`config.mk`:
```
export PLATFORM = sky130hd
export DESIGN_NAME = rtc_seq_ctrl
export DESIGN_NICKNAME = d
export VERILOG_FILES = /design/src/rtl/rtc_seq_ctrl.sv
export SDC_FILE = /design/constraint.sdc
export NUM_CORES = 1
export LEC_CHECK = 0
export BUFFER_PORTS_ARGS = -buffer_cell sky130_fd_sc_hd__buf_2
export CAP_MARGIN = 25
export CORE_MARGIN = 1.5
export CORE_UTILIZATION = 56
export CTS_BUF_LIST = sky130_fd_sc_hd__clkbuf_4 sky130_fd_sc_hd__clkbuf_8 sky130_fd_sc_hd__clkbuf_16
export DETAILED_ROUTE_END_ITERATION = 10
export PLACE_DENSITY = 0.82
export SETUP_SLACK_MARGIN = 0.5
export SYNTH_ARGS = -nofsm -noshare
export SYNTH_HDL_FRONTEND = slang
export SYNTH_SLANG_ARGS = --single-unit
```
`constraint.sdc`:
```
create_clock -name clock -period 2.7 [get_ports clock]
set_clock_uncertainty 0.15 [all_clocks]
set_input_delay 0.27 -clock clock [delete_from_list [all_inputs] [get_ports clock]]
set_output_delay 0.27 -clock clock [all_outputs]
set_load 0.005 [all_outputs]
```
`src/rtl/rtc_seq_ctrl.sv`:
```
// rtl/rtc_seq_ctrl.sv - RTC bus sequencer FSM with start/done handshake, timeout and programming lock
module rtc_seq_ctrl #(
  parameter int NCH    = 3,
  parameter int NREAD  = 9,
  parameter int GAP    = 16,
  parameter int TO_CYC = 64,
  localparam int CW    = (NCH > 1) ? $clog2(NCH) : 1
) (
  input  logic           clock,
  input  logic           reset,
  input  logic [NCH-1:0] prog_req,
  input  logic           fmt,
  input  logic           crono_run,
  input  logic           crono_fin,
  input  logic           bus_done,
  output logic           bus_start,
  output logic [1:0]     bus_op,
  output logic [CW-1:0]  bus_ch,
  output logic [3:0]     rd_idx,
  output logic [NCH-1:0] edit_en,
  output logic           lock,
  output logic           data_valid,
  output logic           busy,
  output logic           err
);

  localparam int GW = $clog2(GAP + 1);
  localparam int TW = $clog2(TO_CYC + 1);

  typedef enum logic [2:0] {S_IDLE, S_CHECK, S_CFG, S_CRST, S_READ, S_EDIT, S_SAVE} state_t;

  state_t        state, state_n;
  logic [GW-1:0] gap_cnt, gap_cnt_n;
  logic [TW-1:0] to_cnt, to_cnt_n;
  logic          waiting, waiting_n;
  logic [3:0]    rd_idx_n;
  logic          lock_n;
  logic          cfg_lock, cfg_lock_n;
  logic [CW-1:0] ch, ch_n, low_idx;
  logic          fmt_ref, run_ref, fin_ref;
  logic          fmt_ref_n, run_ref_n, fin_ref_n;
  logic          in_op, op_done;

  // Bus-owning states; bus_done only counts while an op is outstanding
  assign in_op   = (state == S_CFG) || (state == S_CRST) || (state == S_READ) || (state == S_SAVE);
  assign op_done = in_op && waiting && bus_done;
  assign busy    = (state != S_IDLE);
  assign bus_ch  = ch;

  // Lowest requesting channel wins the edit slot
  always_comb begin
    low_idx = '0;
    for (int i = NCH - 1; i >= 0; i--) begin
      if (prog_req[i]) low_idx = CW'(i);
    end
  end

  // Opcode is a pure function of the op state, so it stays stable for the whole transaction
  always_comb begin
    case (state)
      S_CFG:   bus_op = 2'd1;
      S_SAVE:  bus_op = 2'd2;
      S_CRST:  bus_op = 2'd3;
      default: bus_op = 2'd0;
    endcase
  end

  // One-hot edit indicator for the channel held in ch
  always_comb begin
    edit_en = '0;
    if (state == S_EDIT) edit_en[ch] = 1'b1;
  end

  // State and datapath registers
  always_ff @(posedge clock) begin
    if (reset) begin
      state    <= S_IDLE;
      gap_cnt  <= '0;
      to_cnt   <= '0;
      waiting  <= 1'b0;
      rd_idx   <= '0;
      lock     <= 1'b0;
      cfg_lock <= 1'b0;
      ch       <= '0;
      fmt_ref  <= 1'b0;
      run_ref  <= 1'b0;
      fin_ref  <= 1'b0;
    end else begin
      state    <= state_n;
      gap_cnt  <= gap_cnt_n;
      to_cnt   <= to_cnt_n;
      waiting  <= waiting_n;
      rd_idx   <= rd_idx_n;
      lock     <= lock_n;
      cfg_lock <= cfg_lock_n;
      ch       <= ch_n;
      fmt_ref  <= fmt_ref_n;
      run_ref  <= run_ref_n;
      fin_ref  <= fin_ref_n;
    end
  end

  // Next-state, handshake/timeout and pulse outputs
  always_comb begin
    state_n    = state;
    gap_cnt_n  = gap_cnt;
    to_cnt_n   = to_cnt;
    waiting_n  = waiting;
    rd_idx_n   = rd_idx;
    lock_n     = lock;
    cfg_lock_n = cfg_lock;
    ch_n       = ch;
    fmt_ref_n  = fmt_ref;
    run_ref_n  = run_ref;
    fin_ref_n  = fin_ref;
    bus_start  = 1'b0;
    err        = 1'b0;
    data_valid = 1'b0;

    // Shared handshake: start in the first cycle, then wait; done beats expiry in the same cycle
    if (in_op) begin
      if (!waiting) begin
        bus_start = 1'b1;
        waiting_n = 1'b1;
        to_cnt_n  = TW'(1);
      end else if (bus_done) begin
        waiting_n = 1'b0;
        to_cnt_n  = '0;
      end else if (to_cnt == TW'(TO_CYC)) begin
        err       = 1'b1;
        waiting_n = 1'b0;
        to_cnt_n  = '0;
        rd_idx_n  = '0;
        state_n   = S_IDLE;
      end else begin
        to_cnt_n = to_cnt + TW'(1);
      end
    end

    case (state)
      S_IDLE: begin
        if (gap_cnt == GW'(GAP - 1)) begin
          gap_cnt_n = '0;
          state_n   = S_CHECK;
        end else begin
          gap_cnt_n = gap_cnt + GW'(1);
        end
      end
      S_CHECK: begin
        // fin_ref tracks the falling edge so the next rise is seen again
        if (!crono_fin) fin_ref_n = 1'b0;
        if ((fmt != fmt_ref) || (crono_run != run_ref) || (crono_fin && !fin_ref)) begin
          cfg_lock_n = 1'b0;
          state_n    = S_CFG;
        end else if ((prog_req != '0) && !lock) begin
          cfg_lock_n = 1'b1;
          state_n    = S_CFG;
        end else if (lock && (prog_req == '0)) begin
          lock_n  = 1'b0;
          state_n = S_READ;
        end else if (crono_fin && !crono_run) begin
          state_n = S_CRST;
        end else if (lock) begin
          ch_n    = low_idx;
          state_n = S_EDIT;
        end else begin
          state_n = S_READ;
        end
      end
      S_CFG: begin
        if (op_done) begin
          if (cfg_lock) begin
            lock_n = 1'b1;
          end else begin
            fmt_ref_n = fmt;
            run_ref_n = crono_run;
            fin_ref_n = crono_fin;
          end
          state_n = S_READ;
        end
      end
      S_CRST: begin
        if (op_done) state_n = S_READ;
      end
      S_READ: begin
        if (op_done) begin
          if (rd_idx == 4'(NREAD - 1)) begin
            data_valid = 1'b1;
            rd_idx_n   = '0;
            state_n    = S_IDLE;
          end else begin
            rd_idx_n = rd_idx + 4'd1;
          end
        end
      end
      S_EDIT: begin
        if (!prog_req[ch]) state_n = S_SAVE;
      end
      S_SAVE: begin
        if (op_done) begin
          lock_n  = 1'b0;
          state_n = S_READ;
        end
      end
      default: state_n = S_IDLE;
    endcase
  end

endmodule

```
* After elaboration in Yosys (flattened, before gate mapping)
Cells that the tools add are included.
** Storage, ports and cells
- Logic and storage cells :: 128
- Output and inout port bits :: 16
- Input bits :: 9
- Flip-flop bits (word level) :: 27
** Cells by class
- Equality and inequality tests :: 19
- Add/subtract/negate cells :: 3
- Reduce and logical (&&, ||, !) cells :: 28
- Multiplexer cells :: 60
- Bitwise logic cells :: 5
- $lt $le $gt $ge :: 2
** Operator list (number)
- two-way mux 3 bit :: 14
- two-way mux 4 bit :: 7
- two-way mux 1 bit :: 26
- two-way mux 7 bit :: 3
- != test 2 bit (second input constant) :: 8
- one-hot mux 3 bit (5 select lines) :: 1
- equality test 3 bit (second input constant) :: 3
- nonzero test 3 bit :: 3
- adder 7 x 1 -> 7 bit (second input constant) :: 1
- equality test 7 bit (second input constant) :: 1
- logical AND 1 bit :: 7
- AND reduction 7 bit :: 1
- equality test 3 x 2 -> 1 bit (second input constant) :: 2
- zero test 3 bit :: 2
- two-way mux 2 bit :: 3
- one-hot mux 2 bit (3 select lines) :: 1
- AND reduction 6 bit :: 1
- adder 5 x 1 -> 5 bit (second input constant) :: 1
- equality test 5 x 4 -> 1 bit (second input constant) :: 1
- logical OR 1 bit :: 5
- two-way mux 5 bit :: 1
- NOT 1 bit :: 5
- adder 4 x 1 -> 4 bit (second input constant) :: 1
- equality test 4 bit (second input constant) :: 1
- 14 further kinds :: 18

* Depth between registers and ports, before layout
Gate-level depths: netlist (run 1).
- Depth after elaboration :: 8
- Mapped depth :: 7
- Gate-level depth less buffers :: 7

* Worst setup path after synthesis (run 1)
No wires, ideal clock.
- Kind :: register -> register
- From :: register to_cnt[0]
- To :: register state[1]
- Setup time :: 0.114 ns
- Required time :: 2.436 ns
- Stages on the path, launching flop included :: 8
- Arrival :: 1.683 ns
- Slack :: 0.753 ns
- Path through :: dfxtp_1 > inv_1 > ha_1 > or4b_4 > nor3b_4 > nand3_4 > o2bb2ai_1 > a21o_1
** Between the ends
- Cells in the longest elaborated chain, start to end :: 8
** RTL lines
- from (decl) :: line 34 : logic [TW-1:0] to_cnt, to_cnt_n;
- from (signal assigned) :: line 91 : to_cnt <= to_cnt_n;
- equality test 7 bit * :: line 129 : end else if (to_cnt == TW'(TO_CYC)) begin
- two-way mux 3 bit * :: line 129
- two-way mux 3 bit * :: line 126 : end else if (bus_done) begin
- two-way mux 3 bit * :: line 122 : if (!waiting) begin
- two-way mux 3 bit * :: line 121 : if (in_op) begin
- two-way mux 3 bit :: line 187 : if (rd_idx == 4'(NREAD - 1)) begin
- two-way mux 3 bit :: line 186 : if (op_done) begin
- one-hot mux 3 bit (5 select lines) * :: line 140 : case (state)
- to (signal assigned) :: line 89 : state <= state_n;
- to (decl) :: line 32 : state_t state, state_n;
Every way passes the cells marked *; elsewhere a longest branch is shown, timed or not.
A chain may end at the register's enable or synchronous reset.

* Worst setup path after layout (run 1)
- From :: register to_cnt[1]
- To :: output port err
** Between the ends
- Cells in the longest elaborated chain, start to end :: 5
** RTL lines
- equality test 7 bit :: line 129
- two-way mux 1 bit :: line 129
- two-way mux 1 bit :: line 126
- two-way mux 1 bit :: line 122
- two-way mux 1 bit :: line 121
- to (decl) :: line 24 : output logic err
No other way between the ends.

==> results of run 1 <==
[layout by cell type (no fill, tap or decap), types with 2 or more instances in the layout]
cell | netlist | final
nor3b_1 | 4 | 4
inv_1 | 9 | 6
nor2_1 | 26 | 26
o21ai_0 | 7 | 7
nand2b_1 | 12 | 12
a21oi_1 | 15 | 15
buf_2 | 0 | 24
and2_1 | 2 | 2
buf_4 | 0 | 8
a211oi_1 | 3 | 3
a31oi_1 | 5 | 5
mux2i_1 | 3 | 3
nor3_1 | 7 | 7
xor2_1 | 2 | 2
inv_2 | 0 | 3
nand3b_1 | 3 | 3
and3_1 | 3 | 3
nor2b_1 | 3 | 3
dfxtp_1 | 27 | 23
dfxtp_2 | 0 | 4
o211ai_1 | 2 | 2
a32o_1 | 2 | 2
nand3_1 | 11 | 11
nand2_1 | 16 | 16
ha_1 | 5 | 4
xnor2_1 | 4 | 4
clkbuf_4 | 0 | 3
[Yosys cell counts, types with 2 or more instances]
cell / n
and2_1: 2
ha_1: 5
nor2_1: 26
xor2_1: 2
nand2_1: 16
dfxtp_1: 27
and3_1: 3
a32o_1: 2
xnor2_1: 4
o21ai_0: 7
nand3b_1: 3
buf_1: 2
a31oi_1: 5
mux2i_1: 3
clkbuf_1: 5
o211ai_1: 2
nor2b_1: 3
nand3_1: 11
inv_1: 9
nor3_1: 7
nand2b_1: 12
a211oi_1: 3
a21oi_1: 15
nor3b_1: 4
[layer usage]
layer	track usage	wire (um)
met3	0.0256	119
met5	0	0
met4	0.0918	66
met1	0.283	1580
met2	0.405	1790
[cell type report]
| cell class | instances | area (um2) |
|---|---|---|
| clock inverters | 1 | 5.00 |
| flip-flops and latches | 27 | 546 |
| clock buffers | 3 | 22.5 |
| multi-input cells | 157 | 997 |
| fillers | 253 | 887 |
| repair buffers | 32 | 180 |
| inverters | 9 | 33.8 |
| well taps | 31 | 38.8 |
[logic make-up after synthesis]
logic type	share of synthesized area
fa+ha+maj	0.0459
mux	0.0261
flops	0.342
xor+xnor	0.0332
compound gates	0.188
simple gates	0.328
buf+inv	0.0380
[stage by stage]
stage	cell area, um2	util	hold WS [ns]	std cells	total power, mW
floorplan	1580	-	0.247	200	0.437
global placement	1720	0.635	0.300	249	0.451
detailed placement	1720	0.635	0.305	249	0.451
CTS	1790	0.662	0.0431	257	0.628
global route	1820	0.673	0.0394	260	0.643
finish	1820	0.673	0.0370	260	0.626
[worst max-delay path by stage]
stage / from / to / cells after the start
after floorplan: to_cnt[0] / state[1] / 7
after global placement: to_cnt[0] / err / 7
after detailed placement: to_cnt[0] / err / 7
after CTS: to_cnt[0] / err / 7
after global routing: to_cnt[0] / err / 7
final: to_cnt[1] / err / 7
[tightest hold or removal path, cell delays in order]
cell and delay [ns]:
buf_2 0.11, nand3_1 0.06, a21oi_1 0.06
[power by group]
group	switching (mW)	internal (mW)	leakage, nW
Combinational	0.0230	0.0142	0.518
Sequential	0.00351	0.403	0.220
Clock	0.127	0.0558	0.0177
[what timing repair did]
action                     CTS  global route
buffers inserted             4             3
setup endpoints to repair    1             3
gates resized for setup      7             3
pin swaps                    3             2
[registers in the layout (all words and copies together), names as in the netlist, 2 cells and up]
name / count
rd_idx: 4
gap_cnt: 5
bus_ch: 2
to_cnt: 7
state: 3
==> out/results.tsv, run 1 <==
metric	value	unit
status	finished clean	
unrepaired setup endpoints after global routing	true	
Startpoint Class	flip-flop	
DRT Pass-1 Iters	4	
crit-path max FO	2	
CP required	2.28	ns
Hold WC Path Type	in -> reg	
post-route minimum period	2.27	ns
grt ovf	0	
Num CTS Buffers	3	
Tot GR Track Use	0.230	
number of flops mapped to enable cells by yosys	0	
Hold Buf Count CTS	0	
crit path cell chain	inv_2 > ha_4 > or4b_4 > nor3b_4 > nand3_4 > inv_2 > buf_2	
worst relative slew slack	0.604	
CTS Root Cell	clkbuf_4	
layout cells sized above 1	0.227	
global-route wire length before repair	5920	um
Netlist cell types	46	
Setup crit end kind	output port	
num ports	25	
Synth Instances	200	
die area	0.00315	mm2
H-tree depth	1	
post-synth top area cell	dfxtp_1	
Post-synth ARST share	0	
top cells by area, synth	dfxtp_1 (34%), nor2_1 (6.2%), a21oi_1 (4.7%)	
Reg2Reg Setup Slack	0.51	ns
Post-synth top flop	dfxtp_1	
Worst path slowest cell	or4b_4	
hold endpoint	bus_ch[1]	
Clock Tree Buf Depth	2	
number of synthesized register bits	27	
CP Class	reg -> out	
Worst Tran Pin Value	0.593	ns
DRT antenna net count	0	
area grow syn2layout	15.3	%
Final WS setup	0.429	ns
diodes inserted	0	
hold path start	prog_req[2]	
largest stage delay on the critical path	0.46	ns
WP data arrival	1.85	ns
crit-path most repeated cell	inv_2	
setup TNS	0	ns
# port buffers	24	
Final Hold Violating Endpoints	0	
DRT iter0 DRCs	55	
mapped cell area	0.00158	mm2
# rows	19	
initial core utilization	0.584	
Leak	0.755	nW
peak supply drop	0.287	mV
synth warn	0	
Synth Area per Inst	7.91	um2
Final #Nets	244	
core area	0.00271	mm2
largest net degree at the start of global routing	22	
die span in x	56.1	um
clock latency at the later pin of the worst-skew pair	0.34	ns
Clk pin slew, worst setup/hold paths	0.16	ns
fmax	0.440	GHz
initial antenna violation count	0	
final wirelength	3560	um
mean routed wirelength per cell	13.7	um
WHS Path Cells	3	
Final Max Tran Viols	0	
CP bufs+invs	3	
CTS tree	done	
DIE HEIGHT	56.1	um
final worst path period share	0.841	
CP top delay family	simple AND/OR/NAND/NOR gates	
drt drc	0	
Reg-to-Reg Start	to_cnt[1]	
Setup Slack @ Placement	0.597	ns
DP Wirelength	2400	um
Vias/cell	6.00	
routability congestion estimate	0.844	
max-cap violation count	0	
via count	1559	
PD cells	343	mW/mm2
Worst R2R End	state[1]	
Clock Sinks	27	
r2r worst-path depth	9	
register area share after synthesis	0.342	
endpoints failing setup	0	
Post-Syn Nets	214	
vias in the first global route	1434	
Synth top area share	0.342	
Power figures use the tool's default switching activity.
==> run 2, diff against run 1 <==
- CORE_UTILIZATION: 56 -> 50
- PLACE_DENSITY: 0.82 -> 0.78
- clock period: 2.7 -> 1.9 ns (I/O delays scaled with it)
==> run 2 against run 1 <==
- the flow now finishes with violations (hold timing, setup timing)
- clock-buffer cell count up 1
- combinational power up 95%
- worst setup slack worse by 0.74 ns
- via count up 12%
- highest routed layer unchanged
- largest power group unchanged
- sequential share of layout area down 6.9 points
- sequential cell count unchanged
- worst hold slack worse by 0.041 ns
- largest cell class unchanged
- critical path depth unchanged
- cell count up 19%
- clock power up 55%
- wire length up 41%
- critical endpoint unchanged
==> out/results.tsv, run 2 (synthesis results as in run 1) <==
metric	value	unit
PD cells	379	mW/mm2
mean routed wirelength per cell	16.2	um
via count	1750	
crit-path max FO	2	
hold endpoint	bus_ch[1]	
final wirelength	5010	um
max-cap violation count	0	
initial core utilization	0.522	
Vias/cell	5.65	
Final Hold Violating Endpoints	1	
post-route minimum period	2.21	ns
layout cells sized above 1	0.462	
CP required	1.56	ns
status	finished with violations	
Clock Sinks	27	
DIE HEIGHT	59.2	um
largest reg by FF count	to_cnt	
grt ovf	0	
initial antenna violation count	0	
Startpoint Class	flip-flop	
CTS Root Cell	clkbuf_4	
die area	0.00351	mm2
biggest regs	to_cnt (7), gap_cnt (5), rd_idx (4)	
H-tree depth	1	
commonest cells after routing, fill and taps aside	buf_2 (23), nor2_1 (21), buf_4 (21)	
Final Max Tran Viols	0	
hold path start	prog_req[1]	
DRT Pass-1 Iters	5	
drt drc	0	
Largest register FFs	7	
DP Wirelength	2540	um
# rows	20	
Reg-to-Reg Start	to_cnt[0]	
WP data arrival	1.87	ns
worst relative slew slack	0.697	
Tot GR Track Use	0.287	
commonest non-fill, non-tap cell in the layout	buf_2	
CP Class	reg -> out	
final worst path period share	1.16	
unrepaired setup endpoints after global routing	true	
Worst R2R End	state[1]	
largest net degree at the start of global routing	15	
area grow syn2layout	54.5	%
r2r worst-path depth	8	
vias in the first global route	1653	
DRT iter0 DRCs	95	
Hold WC Path Type	in -> reg	
peak supply drop	0.548	mV
Reg2Reg Setup Slack	-0.20	ns
CTS tree	done	
Final WS setup	-0.309	ns
Num CTS Buffers	3	
num ports	25	
fmax	0.453	GHz
worst hold slack	-0.00362	ns
die span in x	59.2	um
Leak	1.01	nW
routability congestion estimate	0.823	
diodes inserted	0	
endpoints failing setup	16	
fin area	0.00244	mm2
Clk pin slew, worst setup/hold paths	0.15	ns
WHS Path Cells	4	
DRT antenna net count	0	
global-route wire length before repair	7680	um
# port buffers	24	
Area after DPL	0.00186	mm2
Setup crit end kind	output port	
core area	0.00303	mm2
clock latency at the later pin of the worst-skew pair	0.35	ns
Clock Tree Buf Depth	2	
failing checks	hold timing, setup timing	
Worst Tran Pin Value	0.452	ns
Final #Nets	281	
## run 2: cell count changes in the layout (fill, tap and decap cells not counted), moves of 5 or more
cell     before  now
nor2_4        0    5
nor3_1        7    2
nand2_1      16   10
dfxtp_1      23   17
buf_6         0   20
buf_4         8   21
nor2_1       26   21
## run 2: per-stage QoR
stage	setup TNS, ns	util	cells	power, mW	setup slack (ns)
floorplan	-0.0603	-	200	0.621	-0.0378
global placement	-0.510	0.613	274	0.643	-0.101
detailed placement	-0.712	0.613	274	0.644	-0.118
CTS	-0.956	0.760	305	0.917	-0.267
global route	-3.54	0.807	310	0.958	-0.389
finish	-2.28	0.807	310	0.926	-0.309
## run 2: worst max path at each step
stage / start / endpoint / slack (ns) / cells past startpoint
final: to_cnt[0] / err / -0.31 / 7
after global routing: to_cnt[0] / err / -0.39 / 7
after CTS: to_cnt[0] / err / -0.27 / 7
after detailed placement: to_cnt[0] / state[1] / -0.12 / 7
after global placement: to_cnt[0] / state[1] / -0.10 / 7
after floorplan: to_cnt[0] / state[1] / -0.04 / 7
## run 2: area by class of cell
class,instances,area [um2]
Fill cell,184,584
Timing Repair Buffer,69,553
Sequential cell,27,563
Clock buffer,4,30.0
Inverter,9,33.8
Tap cell,44,55.1
Multi-Input combinational cell,157,1210
## run 2: critical path: stages (launching register included)
cell,delay [ns]
dfxtp_2,0.35
inv_2,0.04
ha_1,0.12
or4b_4,0.47
nor3b_4,0.28
nand3_4,0.10
inv_2,0.07
buf_6,0.08
## run 2: power breakdown
group	switching, mW	internal, mW
Combinational	0.0415	0.0310
Clock	0.185	0.0971
Sequential	0.00485	0.566
Total	0.231	0.694
## run 2: metal layers
layer / vias to the layer above / part of all wire / GRT usage
met1: 837 / 0.40 / 0.315
li1: 847 / - / -
met5: - / 0 / 0
met2: 49 / 0.54 / 0.546
met3: 17 / 0.037 / 0.0568
met4: 0 / 0.018 / 0.0877
## run 2: repair_timing
item / CTS / global route
hold buffers: 4 / 0
endpoints found under the setup margin: 33 / 38
endpoints found under the hold margin: 4 / 0
resized for setup: 59 / 27
buffers inserted: 23 / 5
pin swaps: 21 / 17
cloned: 0 / 0
